`src/rtl/dmem_port_arbiter.sv`:
```
// Purpose: shares one single-port fixed-latency data memory between IF (read) and MEM (read/write).
// Latency: dm_en one cycle after grant; write done +2, read done +2+READ_LATENCY cycles from request.
// Backpressure: requesters hold req until done; *_stall = req & ~done, MEM wins, done cycle masks its owner.
module dmem_port_arbiter #(
  parameter int unsigned ADDR_WIDTH   = 32,
  parameter int unsigned DATA_WIDTH   = 32,
  parameter int unsigned READ_LATENCY = 1
) (
  input  logic                  clk,
  input  logic                  rst_n,
  input  logic                  if_req,
  input  logic [ADDR_WIDTH-1:0] if_addr,
  output logic [DATA_WIDTH-1:0] if_rdata,
  output logic                  if_done,
  output logic                  if_stall,
  input  logic                  mem_req,
  input  logic                  mem_wr,
  input  logic [ADDR_WIDTH-1:0] mem_addr,
  input  logic [DATA_WIDTH-1:0] mem_wdata,
  output logic [DATA_WIDTH-1:0] mem_rdata,
  output logic                  mem_done,
  output logic                  mem_stall,
  output logic                  dm_en,
  output logic                  dm_we,
  output logic [ADDR_WIDTH-1:0] dm_addr,
  output logic [DATA_WIDTH-1:0] dm_wdata,
  input  logic [DATA_WIDTH-1:0] dm_rdata
);

  typedef enum logic [1:0] {
    IDLE   = 2'd0,
    ACCESS = 2'd1,
    WAIT   = 2'd2
  } state_t;

  localparam int unsigned CW = (READ_LATENCY > 1) ? $clog2(READ_LATENCY) : 1;

  state_t        state;
  logic          owner_mem;  // 1: access in flight belongs to MEM, 0: to IF
  logic [CW-1:0] lat_cnt;
  logic          mem_elig;
  logic          if_elig;

  // A requester completing this cycle still has req high; mask it so it is not served twice.
  assign mem_elig  = mem_req & ~mem_done;
  assign if_elig   = if_req & ~if_done;

  // Stalls follow the handshake directly so the hazard unit sees them in the done cycle.
  assign if_stall  = if_req & ~if_done;
  assign mem_stall = mem_req & ~mem_done;

  // Arbitration FSM: grant in IDLE, one strobe cycle in ACCESS, count out read latency in WAIT.
  always_ff @(posedge clk or negedge rst_n) begin
    if (!rst_n) begin
      state     <= IDLE;
      owner_mem <= 1'b0;
      lat_cnt   <= '0;
      dm_en     <= 1'b0;
      dm_we     <= 1'b0;
      dm_addr   <= '0;
      dm_wdata  <= '0;
      if_rdata  <= '0;
      mem_rdata <= '0;
      if_done   <= 1'b0;
      mem_done  <= 1'b0;
    end else begin
      if_done  <= 1'b0;
      mem_done <= 1'b0;
      case (state)
        IDLE: begin
          if (mem_elig) begin
            owner_mem <= 1'b1;
            dm_en     <= 1'b1;
            dm_we     <= mem_wr;
            dm_addr   <= mem_addr;
            dm_wdata  <= mem_wdata;
            state     <= ACCESS;
          end else if (if_elig) begin
            owner_mem <= 1'b0;
            dm_en     <= 1'b1;
            dm_we     <= 1'b0;
            dm_addr   <= if_addr;
            state     <= ACCESS;
          end
        end
        ACCESS: begin
          dm_en <= 1'b0;
          dm_we <= 1'b0;
          if (dm_we) begin
            // Only MEM can write, so a write always completes to MEM without touching rdata.
            mem_done <= 1'b1;
            state    <= IDLE;
          end else begin
            lat_cnt <= CW'(READ_LATENCY - 1);
            state   <= WAIT;
          end
        end
        WAIT: begin
          if (lat_cnt == '0) begin
            if (owner_mem) begin
              mem_rdata <= dm_rdata;
              mem_done  <= 1'b1;
            end else begin
              if_rdata <= dm_rdata;
              if_done  <= 1'b1;
            end
            state <= IDLE;
          end else begin
            lat_cnt <= lat_cnt - CW'(1);
          end
        end
        default: state <= IDLE;
      endcase
    end
  end

endmodule

```
`config.mk`:
```
export PLATFORM = sky130hd
export DESIGN_NAME = dmem_port_arbiter
export DESIGN_NICKNAME = d
export VERILOG_FILES = /design/src/rtl/dmem_port_arbiter.sv
export SDC_FILE = /design/constraint.sdc
export NUM_CORES = 1
export LEC_CHECK = 0
export ABC_CLOCK_PERIOD_IN_PS = 2000
export BUFFER_PORTS_ARGS = -buffer_cell sky130_fd_sc_hd__clkbuf_2
export CAP_MARGIN = 20
export CORE_ASPECT_RATIO = 0.8
export CORE_MARGIN = 8
export CORE_UTILIZATION = 47
export DETAILED_ROUTE_END_ITERATION = 10
export PLACE_DENSITY = 0.8
export SLEW_MARGIN = 20
export SYNTH_ARGS = -nofsm -noshare
export SYNTH_HDL_FRONTEND = slang
export SYNTH_SLANG_ARGS = --single-unit
```
`constraint.sdc`:
```
create_clock -name clk -period 2 [get_ports clk]
set_clock_uncertainty 0.2 [all_clocks]
set_input_delay 0.1 -clock clk [delete_from_list [all_inputs] [get_ports clk]]
set_output_delay 0.1 -clock clk [all_outputs]
set_load 0.01 [all_outputs]
```
# [Word-level counts from Yosys, hierarchy flattened]
# Cells that the tools add are included.
[totals] ff_bits=136 latchBits=0 ram_bits=0 mem_bits_ro=0 inputBits=133 output_inout_bits=134 wordCells=58 mem_count=0
[op_classes] addsub=1 n_mul=0 div=0 order_cmp=0 eq_ne=5 shifts=0 mux=24 n_bitwise=6 n_reduce_logical=11
[op_table] cell="two-way mux 32 bit" n=2
[op_table] cell="two-way mux 1 bit" n=13
[op_table] cell="AND reduction 2 bit" n=5
[op_table] cell="two-way mux 2 bit" n=4
[op_table] cell="one-hot mux 1 bit (2 select lines)" n=4
[op_table] cell="one-hot mux 2 bit (3 select lines)" n=1
[op_table] cell="AND reduction 3 bit" n=2
[op_table] cell="nonzero test 2 bit" n=3
[op_table] cell="inequality test 2 bit (second input constant)" n=2
[op_table] cell="NOT 1 bit" n=4
[op_table] cell="inequality test 3 bit (second input constant)" n=1
[op_table] cell="bitwise AND 1 bit" n=2
[op_table] cell="equality test 2 x 1 -> 1 bit (second input constant)" n=1
[op_table] cell="equality test 2 bit (second input constant)" n=1
[op_table] cell="logical NOT 2 bit" n=1
[op_table] cell="subtractor 1 bit (second input constant)" n=1

# [Longest topological paths before layout]
# Gate-level depths: netlist (run 1).
[logic_depth] depth_word=5 ltp_mapped=6 mapped_depth_nobuf=5

# [Worst setup path after synthesis (run 1)]
# OpenSTA, ideal clock, no wires.
[synth_timing] path_kind="reg-to-reg" startpoint="reg state[0]" endpoint="reg dm_addr[2]" setup_ns=0.125 arrival_ns=1.512 t_required_ns=1.675 slack_ns=0.163 path_stages_with_launch=6 path_buffers=1 synth_period_minus_slack_ns=1.837 path_cell_list="dfrtp_1 > inv_1 > ha_1 > a21boi_4 > buf_6 > mux2_2"
[synth_via] elab_chain_cells=2
[synth_rtl] item="start: declaration" line="38" text="state_t state;"
[synth_rtl] item="start signal: assignment" line="55" text="state <= IDLE;"
[synth_rtl] item="start signal: assignment" line="77" text="state <= ACCESS;"
[synth_rtl] item="start signal: assignment" line="83" text="state <= ACCESS;"
[synth_rtl] item="logical NOT 2 bit" line="69" text="case (state)"
[synth_rtl] item="AND reduction 2 bit (no line)"
[synth_rtl] item="end signal: assignment" line="75" text="dm_addr <= mem_addr;"
[synth_rtl] item="end signal: assignment" line="82" text="dm_addr <= if_addr;"
[synth_rtl] item="end: declaration" line="25" text="output logic [ADDR_WIDTH-1:0] dm_addr,"
# Every way passes these cells.
# A chain may end at the register's enable or synchronous reset.

# [Worst setup path after layout (run 1)]
[layout_timing] startpoint="reg state[1]" endpoint="reg dm_addr[0]"
# The elaborated chain is that of the path after synthesis.

==> results of run 1 <==
## final cells by class
class	count	area, sq um
Antenna cell	6	15.0
Clock inverter	8	96.3
Fill cell	713	2870
Tap cell	152	190
Timing Repair Buffer	406	2810
Sequential cell	135	3380
Clock buffer	24	482
Multi-Input combinational cell	183	2210
Inverter	7	26.3
## sequential cells by signal, indices dropped and copies added (netlist names)
name / flops
if_done: 1
dm_en: 1
owner_mem: 1
mem_done: 1
state: 2
mem_rdata: 32
if_rdata: 32
dm_addr: 32
dm_wdata: 32
dm_we: 1
## where the power goes
group,internal [mW],leakage [nW],total [mW],switching [mW]
Combinational,3.18,2.72,5.95,2.77
Clock,1.93,0.284,3.05,1.12
Sequential,4.15,1.59,5.00,0.853
Total,9.26,4.60,14.0,4.74
## layer usage
layer	part of all wire	up-vias	track usage
met3	0.073	38	0.0830
met5	0	-	0
met2	0.53	226	0.430
li1	-	2032	-
met4	0.025	0	0.108
met1	0.38	2294	0.251
## through the flow
step	instance area [sq um]	setup slack, ns	hold WS (ns)
2_1_floorplan	5770	0.163	-0.396
3_3_place_gp	7290	0.192	-0.147
3_5_place_dp	7290	0.137	-0.138
4_1_cts	9190	0.129	0.0169
5_1_grt	9190	0.0444	0.0590
6_report	9200	0.120	0.0325
## cells in the final DEF (no fill, tap or decap), types with 2 or more instances in the layout
cell type	synthesis	routed
dlygate4sd3_1	0	132
clkbuf_2	0	265
diode_2	0	6
o21ai_0	2	2
clkbuf_8	0	3
mux2_4	54	54
buf_12	0	7
bufinv_16	0	2
inv_1	6	6
clkbuf_16	0	17
mux2_2	107	107
ha_1	5	5
nand2_1	3	3
dfrtp_1	135	135
clkinv_2	0	4
clkbuf_1	0	4
mux2i_1	2	2
## final timing paths
kind	start	depth (start not counted)	end	slack (ns)
worst max-delay path	state[1]$_DFFE_PN0P_	5	dm_addr[0]$_DFFE_PN0P_	0.12
worst min-delay path	if_req	4	state[1]$_DFFE_PN0P_	0.03
worst max register to register	state[1]$_DFFE_PN0P_	5	dm_addr[0]$_DFFE_PN0P_	0.12
worst min register to register	dm_wdata[14]$_DFFE_PN0P_	1	dm_wdata[14]$_DFFE_PN0P_	0.30
max in group asynchronous	rst_n	4	dm_addr[21]$_DFFE_PN0P_	0.44
min in group asynchronous	rst_n	3	if_rdata[6]$_DFFE_PN0P_	0.55
## logic make-up after synthesis
kind of cell	Yosys count
mux	163
flops	135
buf+inv	24
simple gates	10
compound gates	5
fa+ha+maj	5
## Yosys cell counts
cell and number:
inv_2 1, nand2_2 1, nand2_1 3, ha_1 5
nor2_1 1, a21boi_4 1, inv_1 6, buf_2 7
mux2_2 107, nand2b_4 1, buf_8 3, mux2i_1 2
or4b_1 1, dfrtp_1 135, o21ai_0 2, nand2b_1 1
a31oi_1 1, buf_6 7, a21boi_0 1, nor2b_1 1
mux2_4 54, nand3_1 1
## timing repair
item                                   4_1_cts  5_1_grt
endpoints found under the hold margin      264        0
setup endpoints to repair                    0        0
hold buffers                               132        0
## worst reg2reg max path, delay by kind of cell, from the launching register on
| kind | cells | cell delay, ns |
|---|---|---|
| AO/OA/AOI/OAI | 1 | 0.21 |
| buffers and inverters | 2 | 0.40 |
| flip-flops | 1 | 0.37 |
| multiplexers | 1 | 0.40 |
| adder cells (fa/ha/maj) | 1 | 0.19 |
==> summary.txt, run 1 <==
Die
  – Die H: 115 microns
  – Die X: 140 microns
  – Initial Util: 0.478
  – Row cnt: 36
  – Die ar.: 16,100 sq um
  – Core Area: 12,100 sq um
  – I/O pin cnt: 267

Clocking
  – H-tree levels: 4
  – Clk pin slew, worst setup/hold paths: 0.05 ns
  – Cts repair resizes: 0
  – Worst skew pair latency: 0.41 ns
  – Clock Tree Buf Depth: 2
  – Post-CTS Setup Inserts: 0
  – CTS tree: built
  – Clock buffer count from CTS: 17
  – CTS sink count: 135
  – Clock root buffer master: clkbuf_16

Timing
  – Worst slew pin tran: 0.445 ns
  – Peak Freq: 0.532 GHz
  – # setup viols final: 0
  – Fin crit period: 1.88 ns
  – Fin Setup TNS: 0 ns
  – Slew Limit Fails: 0
  – Final hold viol count: 0
  – RSZ-0062 raised after global routing: no
  – Worst relative slew slack: 0.703
  – Tcrit/Tclk final: 0.940

Worst setup path
  – Critical path buffers and inverters: 2
  – Kind of end point of the critical path: register
  – Arr. time, crit path: 1.97 ns
  – WP data required: 2.09 ns
  – CP max stage delay: 0.38 ns
  – CP delay by family, top: buffers and inverters
  – Setup CP Type: register to register
  – CP Max Fanout: 32
  – Critical-path top delay cell: mux2_2
  – CP Cell Sequence: inv_1 > ha_1 > a21boi_4 > buf_12 > mux2_2
  – Crit start category: register

Logic synthesis
  – Post-Syn Area: 5770 sq um
  – Yosys top cell by area: dfrtp_1
  – Largest family of logic cells by synthesized area: multiplexers
  – Post-synthesis mux area share: 0.353
  – Mapped Cells: 342
  – Xor/xnor share of the synthesized area: 0
  – Synth Register Bits: 135
  – Synth Area in Compound Gates: 0.00738
  – Warnings, synthesis: 0
  – Synth top area share: 0.586
  – Post-synth net total: 480
  – Yosys cell types: 22
  – Simple-Gate Fraction of Synth Area: 0.0108
  – Syn_area_per_cell: 16.9 sq um
  – Post-Synth Adder-Cell Area: 0.0108
  – Synth area leaders: dfrtp_1, mux2_2, mux2_4, buf_6, ha_1
  – Sequential-to-total area share from yosys stat: 0.586

Placed design
  – IO buf count: 266
  – Post-detail-place hpwl: 11.3 mm
  – Cells after DPL: 751
  – Final GP Congestion: 0.802

Final layout
  – Util after Layout: 0.762
  – Area delta synth->final: 59.5%
  – # nets final: 888
  – Share of cells above drive strength 1: 0.613
  – Finished Layout Cells: 921

Power
  – Total Power: 14.0 mW
  – PwrDens: 1520 nW/um^2
  – Peak supply drop: 0.00109 V
  – Cell leakage power: 4.60 nW

Drt
  – Number of iterations in the first detailed-routing pass: 4
  – Initial DRC count: 194
  – Vias per cell: 4.98
  – Final antenna-violating net count: 0
  – Routed len/inst: 20.8 microns
  – Vias post-DR: 4,590
  – DRT Wirelength: 19.1 mm
  – DRC: 0

Global routing
  – GRT Residual Overflow: 0
  – Initial antenna violation count: 3
  – First-pass GRT wire length: 29.7 mm
  – GR Util All Layers: 0.239
  – Vias in the first global route: 5,330
  – Largest net degree at the start of global routing: 50

Worst hold path
  – Worst hold path type: input pin to register

Outcome
  – Status: complete, no violations

Flow run
  – Max-Cap Viols: 0
(Power assumes the default switching activity.)
==> inputs of run 2 (changes only) <==
PLACE_DENSITY = 0.77   (was 0.8)
==> run 2 against run 1 <==
First-iteration DRC count fell by 27%. Core utilization fell by 0.40 points. Maximum frequency barely moved. Sequential cell count did not move. Via count fell by 1.2%. Critical endpoint unchanged.
==> summary.txt, run 2 (same netlist as run 1, synthesis figures left out) <==
Global routing
  – Initial antenna violation count: 2 (was 3)
  – Vias in the first global route: 5,390 (was 5,330)
  – GR Util All Layers: 0.242 (was 0.239)
  – Largest net degree at the start of global routing: 54 (was 50)
  – GRT Residual Overflow: 0 (unchanged)
  – First-pass GRT wire length: 30.0 mm (was 29.7 mm)

Clocking
  – Clk pin slew, worst setup/hold paths: 0.05 ns (about the same)
  – H-tree levels: 4 (unchanged)
  – Post-CTS Setup Inserts: 0 (unchanged)
  – Cts repair resizes: 0 (unchanged)
  – Clock root buffer master: clkbuf_16 (unchanged)
  – CTS sink count: 135 (unchanged)
  – Clock Tree Buf Depth: 2 (unchanged)
  – Hold-fix buffers, CTS: 132 (unchanged)
  – CTS tree: built (unchanged)
  – Clock buffer count from CTS: 17 (unchanged)
  – Worst skew pair latency: 0.41 ns (about the same)

Placed design
  – Final GP Congestion: 0.836 (was 0.802)
  – Dpl ws: 0.116 ns (was 0.137 ns)
  – Placed Area: 7290 sq um (about the same)
  – Post-detail-place hpwl: 11.5 mm (was 11.3 mm)
  – IO buf count: 266 (unchanged)

Timing
  – Tcrit/Tclk final: 0.939 (was 0.940)
  – Hold Worst Slack: 0.0285 ns (was 0.0325 ns)
  – Worst relative slew slack: 0.623 (was 0.703)
  – # setup viols final: 0 (unchanged)
  – RSZ-0062 raised after global routing: no (unchanged)
  – Worst slew pin tran: 0.563 ns (was 0.445 ns)
  – Fin Setup TNS: 0 ns (unchanged)
  – Setup ws final: 0.121 ns (was 0.120 ns)
  – Final hold viol count: 0 (unchanged)
  – Peak Freq: 0.532 GHz (about the same)
  – Fin crit period: 1.88 ns (about the same)
  – Slew Limit Fails: 0 (unchanged)

Worst setup path
  – CP max stage delay: 0.38 ns (about the same)
  – CP Cell Sequence: inv_1 > ha_1 > a21boi_4 > buf_12 > mux2_2 (unchanged)
  – Critical-path top delay cell: mux2_2 (unchanged)
  – WP data required: 2.09 ns (about the same)
  – Crit start category: register (unchanged)
  – Kind of end point of the critical path: register (unchanged)
  – Arr. time, crit path: 1.97 ns (about the same)
  – Setup CP Type: register to register (unchanged)
  – CP Max Fanout: 33 (was 32)

Power
  – Peak supply drop: 0.000915 V (was 0.00109 V)
  – Total Power: 13.8 mW (was 14.0 mW)
  – PwrDens: 1500 nW/um^2 (was 1520 nW/um^2)
  – Cell leakage power: 4.57 nW (was 4.60 nW)

Drt
  – Number of iterations in the first detailed-routing pass: 4 (unchanged)
  – Final antenna-violating net count: 0 (unchanged)
  – DRT Wirelength: 19.1 mm (about the same)
  – Initial DRC count: 141 (was 194)
  – Routed len/inst: 20.9 microns (was 20.8 microns)
  – Vias post-DR: 4,533 (was 4,590)
  – Vias per cell: 4.95 (was 4.98)
  – DRC: 0 (unchanged)

Die
  – Row cnt: 36 (unchanged)
  – Die H: 115 microns (unchanged)
  – Die X: 140 microns (unchanged)
  – Die ar.: 16,100 sq um (unchanged)
  – Initial Util: 0.478 (unchanged)
  – I/O pin cnt: 267 (unchanged)
  – Core Area: 12,100 sq um (unchanged)

Final layout
  – Commonest non-fill, non-tap cell in the layout: clkbuf_2 (unchanged)
  – Area delta synth->final: 58.7% (was 59.5%)
  – Share of cells above drive strength 1: 0.612 (was 0.613)
  – # nets final: 889 (was 888)
  – Final Instance Area: 9150 sq um (was 9200 sq um)
  – Commonest non-fill, non-tap cells in the layout: clkbuf_2, dfrtp_1, dlygate4sd3_1 (unchanged)

Worst hold path
  – Worst hold path type: input pin to register (unchanged)

Flow run
  – Max-Cap Viols: 0 (unchanged)

Outcome
  – Status: complete, no violations (unchanged)
run 2: changes by cell type in the layout (fill, tap and decap cells not counted), sizes merged:
cell	delta
bufinv	-1
diode	-3
clkinv	-3
buf	+1
run 2: routing by layer:
metal,routed length (microns),global-route usage
met1,7170,0.252
met2,9810,0.426
met3,1520,0.0905
met4,641,0.125
met5,0,0
run 2: per-stage QoR:
step                      utilization  cells
after detailed placement        0.604    752
after floorplan                     -    342
after global routing            0.758    914
after CTS                       0.757    912
final                           0.758    915
after global placement          0.604    752
run 2: final timing paths:
| kind | start | slack, ns | cells past startpoint | endpoint |
|---|---|---|---|---|
| setup / recovery | state[1]$_DFFE_PN0P_ | 0.12 | 5 | dm_addr[0]$_DFFE_PN0P_ |
| min in group asynchronous | rst_n | 0.06 | 3 | if_rdata[22]$_DFFE_PN0P_ |
| hold reg to reg | if_rdata[0]$_DFFE_PN0P_ | 0.30 | 1 | if_rdata[0]$_DFFE_PN0P_ |
| hold / removal | if_req | 0.03 | 4 | state[1]$_DFFE_PN0P_ |
| setup reg to reg | state[1]$_DFFE_PN0P_ | 0.12 | 5 | dm_addr[0]$_DFFE_PN0P_ |
| max in group asynchronous | rst_n | 0.59 | 3 | mem_rdata[23]$_DFFE_PN0P_ |
run 2: layout make-up:
cell class                 instances  area [sq um]
sequential                       135          3380
multi-input combinational        183          2210
tap                              152           190
timing repair buffer             407          2810
clock buffer                      24           482
fill                             702          2920
antenna                            3          7.51
clock inverter                     4          47.5
inverter                           7          26.3
run 2: worst max-delay path: cells and delay by family (launching register included):
family,cells,cell delay (ns)
compound gates,1,0.20
fa+ha+maj,1,0.19
buf+inv,2,0.40
flops,1,0.37
mux,1,0.38
run 2: report_power, final:
group	total [mW]	switching (mW)	internal, mW
combinational	5.92	2.74	3.18
clock	2.84	1.06	1.77
sequential	5.01	0.863	4.15
total	13.8	4.66	9.11
==> inputs of run 3 (changes only) <==
ABC_CLOCK_PERIOD_IN_PS = 2200   (was 2000)
CORE_UTILIZATION = 50   (was 47)
PLACE_DENSITY = 0.82   (was 0.77)
clock period = 2.2 ns   (was 2 ns; I/O delays follow)
==> run 3 against run 2 <==
Die area decreased by 5.3%. Non-clock buffer count decreased by 2. Maximum frequency decreased by 7.0%. Clock power increased by 6%. Worst hold slack improved by 0.0071 ns. Via count increased by 0.35%. Sequential cell count unchanged. Combinational power decreased by 9.5%. Highest routed layer unchanged.
==> summary.txt, run 3 (same netlist as run 1, synthesis figures left out) <==
Power
  – Internal: 8.62 mW (was 9.11 mW)
  – Switching part of the total: 0.333 (was 0.338)
  – Comb power frac: 0.415 (was 0.430)
  – Clk pwr share: 0.234 (was 0.206)
  – Cell leakage power: 4.60 nW (was 4.57 nW)
  – PwrDens: 1400 nW/um^2 (was 1500 nW/um^2)
  – Register share of total power: 0.352 (was 0.364)
  – Peak supply drop: 0.00113 V (was 0.000915 V)
  – Sw Pwr: 4.30 mW (was 4.66 mW)

Flow run
  – Max-Cap Viols: 0 (unchanged)

Drt
  – Routed len/inst: 20.9 microns (about the same)
  – Initial DRC count: 236 (was 141)
  – DRC: 0 (unchanged)
  – DRT Wirelength: 19.2 mm (was 19.1 mm)
  – Final antenna-violating net count: 0 (unchanged)
  – Number of iterations in the first detailed-routing pass: 4 (unchanged)
  – Vias per cell: 4.96 (was 4.95)
  – Vias post-DR: 4,549 (was 4,533)

Clocking
  – Cts repair resizes: 0 (unchanged)
  – Clock buffer count from CTS: 17 (unchanged)
  – CTS sink count: 135 (unchanged)
  – Clock Tree Buf Depth: 2 (unchanged)
  – H-tree levels: 4 (unchanged)
  – Worst skew pair latency: 0.39 ns (was 0.41 ns)
  – Clock root buffer master: clkbuf_16 (unchanged)
  – Clk pin slew, worst setup/hold paths: 0.06 ns (was 0.05 ns)
  – CTS tree: built (unchanged)

Global routing
  – Largest net degree at the start of global routing: 55 (was 54)
  – GRT Residual Overflow: 0 (unchanged)
  – Met3 usage: 0.0938 (was 0.0905)
  – Initial antenna violation count: 8 (was 2)
  – First-pass GRT wire length: 29.9 mm (was 30.0 mm)
  – GR Layer Usage met2: 0.441 (was 0.426)
  – Grt met1 use: 0.269 (was 0.252)
  – Gr busiest metal: met2 (unchanged)
  – GR Util All Layers: 0.253 (was 0.242)
  – Vias in the first global route: 5,437 (was 5,390)

Timing
  – Worst slew pin tran: 0.515 ns (was 0.563 ns)
  – Slew Limit Fails: 0 (unchanged)
  – Final hold viol count: 0 (unchanged)
  – Fin crit period: 2.02 ns (was 1.88 ns)
  – Worst relative slew slack: 0.657 (was 0.623)
  – Fin Setup TNS: 0 ns (unchanged)
  – # setup viols final: 0 (unchanged)
  – Tcrit/Tclk final: 0.919 (was 0.939)
  – Peak Freq: 0.495 GHz (was 0.532 GHz)
  – RSZ-0062 raised after global routing: no (unchanged)

Die
  – I/O pin cnt: 267 (unchanged)
  – Die X: 136 microns (was 140 microns)
  – Row cnt: 35 (was 36)
  – Die ar.: 15,200 sq um (was 16,100 sq um)
  – Initial Util: 0.506 (was 0.478)
  – Die H: 112 microns (was 115 microns)
  – Core Area: 11,400 sq um (was 12,100 sq um)

Worst setup path
  – CP delay by family, top: flip-flops (was buffers and inverters)
  – Worst R2R End: dm_addr[1]$_DFFE_PN0P_ (was dm_addr[0]$_DFFE_PN0P_)
  – Worst reg2reg path startpoint: state[0]$_DFFE_PN0P_ (was state[1]$_DFFE_PN0P_)
  – Kind of end point of the critical path: register (unchanged)
  – Critical-path top delay cell: dfrtp_1 (was mux2_2)
  – CP max stage delay: 0.42 ns (was 0.38 ns)
  – CP Max Fanout: 32 (was 33)
  – Arr. time, crit path: 2.09 ns (was 1.97 ns)
  – Critical path buffers and inverters: 2 (unchanged)
  – Reg2reg path depth: 5 (unchanged)
  – WP data required: 2.27 ns (was 2.09 ns)
  – R2r setup slk: 0.18 ns (was 0.12 ns)
  – Crit start category: register (unchanged)
  – CP Cell Sequence: inv_1 > ha_1 > a21boi_4 > buf_12 > mux2_2 (unchanged)
  – Setup CP Type: register to register (unchanged)

Final layout
  – Area of the multi-input gates: 2210 sq um (about the same)
  – FF/Latch Area: 3380 sq um (unchanged)
  – Commonest non-fill, non-tap cell in the layout: clkbuf_2 (unchanged)
  – # nets final: 887 (was 889)
  – Final Instance Area: 9240 sq um (was 9150 sq um)
  – Area delta synth->final: 60.2% (was 58.7%)
  – Share of cells above drive strength 1: 0.615 (was 0.612)
  – FILL cells: 625 (was 702)
  – Commonest non-fill, non-tap cells in the layout: clkbuf_2, dfrtp_1, dlygate4sd3_1 (unchanged)

Placed design
  – IO buf count: 266 (unchanged)
  – Placed Area: 7270 sq um (was 7290 sq um)
  – Post-detail-place hpwl: 11.4 mm (was 11.5 mm)
  – Final GP Congestion: 0.764 (was 0.836)

Worst hold path
  – Worst hold path type: input pin to async pin (was input pin to register)

Outcome
  – Status: complete, no violations (unchanged)
==> run 3: cell types whose count changed in the layout (fill, tap and decap cells not counted), sizes merged <==
| cell | delta |
|---|---|
| clkbuf | -2 |
| buf | -1 |
| inv | +1 |
| dlygate4sd3 | -1 |
| diode | +5 |
| clkinvlp | +2 |
| bufinv | +3 |
==> run 3: routing by layer <==
metal | up-vias | wire length [microns]
met5 | - | 0
met1 | 2268 | 6990
met2 | 220 | 9970
met3 | 34 | 1690
li1 | 2027 | -
met4 | 0 | 513
==> run 3: layout make-up <==
type / instances / share of cell area
Sequential cell: 135 / 0.366
Multi-Input combinational cell: 183 / 0.239
Timing Repair Buffer: 405 / 0.301
Clock buffer: 22 / 0.0503
Antenna cell: 8 / 0.00217
Inverter: 7 / 0.00284
Tap cell: 148 / 0.0200
Clock inverter: 10 / 0.0183
==> run 3: timing repair <==
action,in CTS,in global routing
setup buffers,0,0
hold buffers,131,0
hold endpoints to repair,266,0
==> run 3: metrics by stage <==
stage,std cells,hold WS [ns],worst slack [ns],utilization,power [mW]
after global routing,918,0.0632,0.0583,0.811,13.6
after CTS,910,0.0249,0.201,0.810,12.8
final,918,0.0356,0.179,0.811,12.9
after floorplan,342,-0.386,0.363,-,7.52
after detailed placement,747,-0.0962,0.212,0.639,9.59
after global placement,747,-0.104,0.291,0.639,9.35
==> run 3: power groups by stage <==
stage | sequential [mW] | combinational [mW] | clock (mW)
CTS | 4.46 | 5.32 | 3.06
global route | 4.68 | 5.73 | 3.20
global placement | 4.40 | 4.96 | 0
finish | 4.54 | 5.36 | 3.02
floorplan | 4.99 | 2.53 | 0
detailed placement | 4.49 | 5.10 | 0
==> run 3: worst max path at each step <==
stage	cells past startpoint	startpoint	endpoint	slack, ns
after floorplan	5	state[0]$_DFFE_PN0P_	dm_addr[2]$_DFFE_PN0P_	0.36
after global placement	5	state[1]$_DFFE_PN0P_	dm_addr[31]$_DFFE_PN0P_	0.29
after detailed placement	5	state[0]$_DFFE_PN0P_	dm_addr[1]$_DFFE_PN0P_	0.21
after CTS	5	state[0]$_DFFE_PN0P_	dm_addr[1]$_DFFE_PN0P_	0.20
after global routing	5	state[0]$_DFFE_PN0P_	dm_addr[1]$_DFFE_PN0P_	0.06
final	5	state[0]$_DFFE_PN0P_	dm_addr[1]$_DFFE_PN0P_	0.18
